**config.mk**
```make
export PLATFORM = sky130hd
export DESIGN_NAME = serial_word_tx
export DESIGN_NICKNAME = d
export VERILOG_FILES = /design/src/rtl/serial_word_tx.sv
export SDC_FILE = /design/constraint.sdc
export NUM_CORES = 1
export LEC_CHECK = 0
export CAP_MARGIN = 20
export CORE_MARGIN = 1.5
export CORE_UTILIZATION = 59
export CTS_CLUSTER_DIAMETER = 150
export DETAILED_ROUTE_END_ITERATION = 7
export PLACE_DENSITY = 0.84
export REMOVE_ABC_BUFFERS = 1
export SYNTH_ARGS = -nofsm -noshare
export SYNTH_HDL_FRONTEND = slang
export SYNTH_SLANG_ARGS = --single-unit
export TNS_END_PERCENT = 20
```
**constraint.sdc**
```tcl
create_clock -name clk -period 2.8 [get_ports clk]
set_clock_uncertainty 0.15 [all_clocks]
set_input_delay 0.7 -clock clk [delete_from_list [all_inputs] [get_ports clk]]
set_output_delay 0.7 -clock clk [all_outputs]
set_load 0.05 [all_outputs]
```
**src/rtl/serial_word_tx.sv**
```systemverilog
// Framed parallel-to-serial transmitter: start bit, LSB-first data, even parity, stop bit.
// A one-word holding register lets consecutive frames run with no idle gap on the line.
module serial_word_tx #(
  parameter int WIDTH = 32,
  parameter int DIV   = 1
) (
  input  logic             clk,
  input  logic             reset,
  input  logic [WIDTH-1:0] in_data,
  input  logic             in_valid,
  output logic             in_ready,
  output logic             ser_o,
  output logic             busy,
  output logic             frame_done
);

  // state  | meaning
  // IDLE   | line high, waiting for a held word
  // START  | start bit (low) for DIV cycles
  // DATA   | WIDTH data bits, LSB first, DIV cycles each
  // PARITY | even-parity bit for DIV cycles
  // STOP   | stop bit (high); chains to START when a word is held
  typedef enum logic [2:0] {
    IDLE   = 3'd0,
    START  = 3'd1,
    DATA   = 3'd2,
    PARITY = 3'd3,
    STOP   = 3'd4
  } state_t;

  localparam int BW = $clog2(WIDTH);

  state_t           state_q, state_d;
  logic [WIDTH-1:0] hold_q, hold_d;
  logic             hold_full_q, hold_full_d;
  logic [WIDTH-1:0] shift_q, shift_d;
  logic             par_q, par_d;
  logic [BW-1:0]    bit_cnt_q, bit_cnt_d;
  logic             ser_q, ser_d;
  logic             busy_q, busy_d;
  logic             done_q, done_d;

  logic bit_end;
  logic last_bit;
  logic accept;
  logic load;

  // bit_end marks the final cycle of every serial bit period
  generate
    if (DIV > 1) begin : g_div
      localparam int DW = $clog2(DIV);
      logic [DW-1:0] div_cnt_q, div_cnt_d;

      always_comb begin
        if (state_q == IDLE || div_cnt_q == '0) div_cnt_d = DW'(DIV - 1);
        else                                     div_cnt_d = div_cnt_q - DW'(1);
      end

      always_ff @(posedge clk or negedge reset) begin
        if (!reset) div_cnt_q <= '0;
        else        div_cnt_q <= div_cnt_d;
      end

      assign bit_end = (div_cnt_q == '0);
    end else begin : g_nodiv
      assign bit_end = 1'b1;
    end
  endgenerate

  assign last_bit = (bit_cnt_q == BW'(WIDTH - 1));
  assign accept   = in_valid && !hold_full_q;
  assign load     = hold_full_q && ((state_q == IDLE) || (state_q == STOP && bit_end));

  always_ff @(posedge clk or negedge reset) begin
    if (!reset) state_q <= IDLE;
    else        state_q <= state_d;
  end

  always_comb begin
    state_d = state_q;
    case (state_q)
      IDLE:    if (hold_full_q)         state_d = START;
      START:   if (bit_end)             state_d = DATA;
      DATA:    if (bit_end && last_bit) state_d = PARITY;
      PARITY:  if (bit_end)             state_d = STOP;
      STOP:    if (bit_end)             state_d = hold_full_q ? START : IDLE;
      default:                          state_d = IDLE;
    endcase
  end

  // Line outputs are registered, so the wire trails the state register by one cycle
  always_comb begin
    ser_d  = 1'b1;
    busy_d = (state_q != IDLE);
    done_d = (state_q == STOP) && bit_end;
    case (state_q)
      START:   ser_d = 1'b0;
      DATA:    ser_d = shift_q[0];
      PARITY:  ser_d = par_q;
      default: ser_d = 1'b1;
    endcase
  end

  always_comb begin
    hold_d      = accept ? in_data : hold_q;
    hold_full_d = accept || (hold_full_q && !load);

    shift_d   = shift_q;
    par_d     = par_q;
    bit_cnt_d = bit_cnt_q;

    if (load) begin
      shift_d = hold_q;
      par_d   = 1'b0;
    end else if (state_q == DATA && bit_end) begin
      shift_d = shift_q >> 1;
      par_d   = par_q ^ shift_q[0];
    end

    if (state_q != DATA)  bit_cnt_d = '0;
    else if (bit_end)     bit_cnt_d = last_bit ? '0 : bit_cnt_q + BW'(1);
  end

  always_ff @(posedge clk or negedge reset) begin
    if (!reset) begin
      hold_q      <= '0;
      hold_full_q <= 1'b0;
      shift_q     <= '0;
      par_q       <= 1'b0;
      bit_cnt_q   <= '0;
      ser_q       <= 1'b1;
      busy_q      <= 1'b0;
      done_q      <= 1'b0;
    end else begin
      hold_q      <= hold_d;
      hold_full_q <= hold_full_d;
      shift_q     <= shift_d;
      par_q       <= par_d;
      bit_cnt_q   <= bit_cnt_d;
      ser_q       <= ser_d;
      busy_q      <= busy_d;
      done_q      <= done_d;
    end
  end

  assign in_ready   = !hold_full_q;
  assign ser_o      = ser_q;
  assign busy       = busy_q;
  assign frame_done = done_q;

endmodule

```
==> results of run 1 <==
-- logic make-up after synthesis --
group	after synthesis	share of synthesized area [%]
multiplexers	33	11.31
adder cells (fa/ha/maj)	2	0.7638
XOR/XNOR	3	0.8023
buffers and inverters	24	5.424
AND/OR/NAND/NOR	24	4.240
AO/OA/AOI/OAI	71	18.60
flip-flops	77	58.86
-- final cells by class --
type / count / area (um^2)
Clock buffer: 15 / 166.4
Clock inverter: 1 / 5.005
Fill cell: 348 / 1454
Inverter: 3 / 11.26
Multi-Input combinational cell: 133 / 1177
Sequential cell: 77 / 1928
Tap cell: 70 / 87.58
Timing Repair Buffer: 42 / 407.9
-- stage by stage --
step | instance area (um^2) | cells | hold slack (ns) | worst slack [ns]
after floorplan | 3109 | 213 | 0.2544 | -0.08228
final | 3784 | 341 | 0.3410 | 0.2233
after global placement | 3612 | 325 | 0.3089 | 0.6032
after global routing | 3784 | 341 | 0.3588 | 0.1853
after CTS | 3784 | 341 | 0.3450 | 0.2105
after detailed placement | 3612 | 325 | 0.3256 | 0.5819
-- worst max-delay path: stages (launching register included) --
cell and delay [ns]:
dfrtp_1 0.45, inv_1 0.12, clkdlybuf4s50_1 0.80
-- cells in the mapped netlist (2+ instances only) --
library cell and number:
nor2_1 5, dfrtp_1 76, buf_2 4, xnor2_1 2, a21oi_1 2, o22a_1 61, ha_1 2, nor2b_1 3
buf_6 8, nand2_1 3, mux2_1 32, nor3b_1 2, a2bb2oi_1 2, clkbuf_1 3, and2_1 2, nor4_1 3
buf_4 6, inv_1 3
-- state kept, by name, summed over array words and instances, names as in the netlist --
signal and flops:
hold_q 32, shift_q 32, bit_cnt_q 5, state_q 3
busy 1, frame_done 1, hold_full_q 1, par_q 1
ser_o 1
-- cells in the final DEF, fill, tap and decap left out, types with 3 or more instances in the layout --
cell type and instances:
buf_4 5, clkbuf_1 4, clkbuf_8 11, clkdlybuf4s50_1 37
dfrtp_1 76, inv_1 3, mux2_1 32, nand2_1 3
nor2_1 5, nor4_1 3, o22a_1 61
-- per-layer routing --
layer,wire [um],GRT usage [%],up-vias
li1,-,-,935
met4,131,12.18,0
met2,2528,28.68,47
met3,206,3.882,13
met5,0,0,-
met1,2676,31.11,963
-- worst paths after layout --
path | startpoint | endpoint | cells after the start
max | hold_full_q | in_ready | 2
min | hold_q[8] | hold_q[8] | 1
max reg2reg | state_q[1] | shift_q[30] | 3
min reg2reg | hold_q[8] | hold_q[8] | 1
max in group asynchronous | reset | shift_q[7] | 1
min in group asynchronous | reset | shift_q[13] | 1
-- power by group --
group          internal [mW]  leakage [nW]  switching [mW]
clock network          0.371        0.0877           0.369
logic                  0.952         0.553           0.859
registers               1.66         0.896           0.361
total                   2.99          1.54            1.59
==> flow_summary.toml, run 1 <==
[setup_path]
critical_path_class = "flip-flop to primary output"
worstSetupEndpointType = "primary output"
required_ns = 1.95
start_kind = "flip-flop"
rrSetupSlack_ns = 0.63
cp.arrival_ns = 1.73
path_max_fanout = 5

[flow_run]
drv_cap = 0

[place]
hpwlAfterDp_um = 3453
io_buffers = 38
place_congestion = 0.7786

[clock_tree]
cts_buffer_depth = 2
postCtsResizedCells = 0
cts_tree = "yes"
clk_pin_slew_worst_paths_ns = 0.07
clock_sinks = 77
cts_setup_buffers = 0
ctsHoldBuffers = 0
clk_latency_ns = 0.35
cts_buffers = 9
htreeDepth = 3
cts-root-buf = "clkbuf_8"

[detailed_routing]
vias = 1958
drc = 0
wl_per_cell_um = 16.25
viasPerCell = 5.742
dr.pass1.iters = 4
drt_iter0_drc = 151
drtAntennaViolNets = 0
wl_um = 5542

[timing]
rsz0062_at_grt = "no"
clock.fmax_mhz = 388.1
setup_viol = 0
worst_pin_slew_ns = 0.9189
finalCritPeriodShare_pct = 92.02
slew_headroom_pct = 38.74
hold_viol = 0
slew_violations = 0
min_period_ns = 2.577
finalSetupTns_ns = 0

[synth]
netlist_instances = 234
syn_area_per_cell_um2 = 14.00
syn_area_um2 = 3276
async_flop_share_pct = 100.0
yosysSeqAreaShare_pct = 58.86
synthFlopType = "dfrtp_1"
yosys_warnings = 0
synth_area_leader_cell = "dfrtp_1"
synth.distinct_cells = 33
synth_seq_cells = 77
synthTopCellsByArea = "dfrtp_1, o22a_1, mux2_1"
synth_top_area_share_pct = 58.06
synth-edff-count = 0

[run_status]
status = "complete, no violations"

[die]
core_um2 = 5238
dieWidth_um = 77.51
die_y_um = 77.51
initial_utilization_pct = 62.54
die-area_um2 = 6008
rows = 26
ios = 39

[global_routing]
first_global_vias = 1958
grt_overflow = 0
antenna_found_initial = 0
grt_pass1_wl_um = 9632
track_usage_pct = 20.94
grt_max_degree = 78

[pwr]
powerDensity_nw_per_um2 = 1210
ir_drop_mv = 0.6552
p_leak_nw = 1.536
total_power_mw = 4.576

[final_layout]
post-route-util_pct = 72.24
antennaDiodeCount = 0
fin_nets = 303
drive_above_1_share_pct = 7.749
syn_to_final_growth_pct = 15.51

[hold_path]
hp-class = "flip-flop to flip-flop"
(Power assumes the default switching activity.)
==> run 2, diff against run 1 <==
--- a/config.mk
+++ b/config.mk
@@ -5,7 +5,7 @@
 export SDC_FILE = /design/constraint.sdc
 export NUM_CORES = 1
 export LEC_CHECK = 0
-export CAP_MARGIN = 20
+export CAP_MARGIN = 15
 export CORE_MARGIN = 1.5
 export CORE_UTILIZATION = 59
 export CTS_CLUSTER_DIAMETER = 150
==> results of run 2 <==
The final DEF is identical to that of run 1; final timing and power are the same.
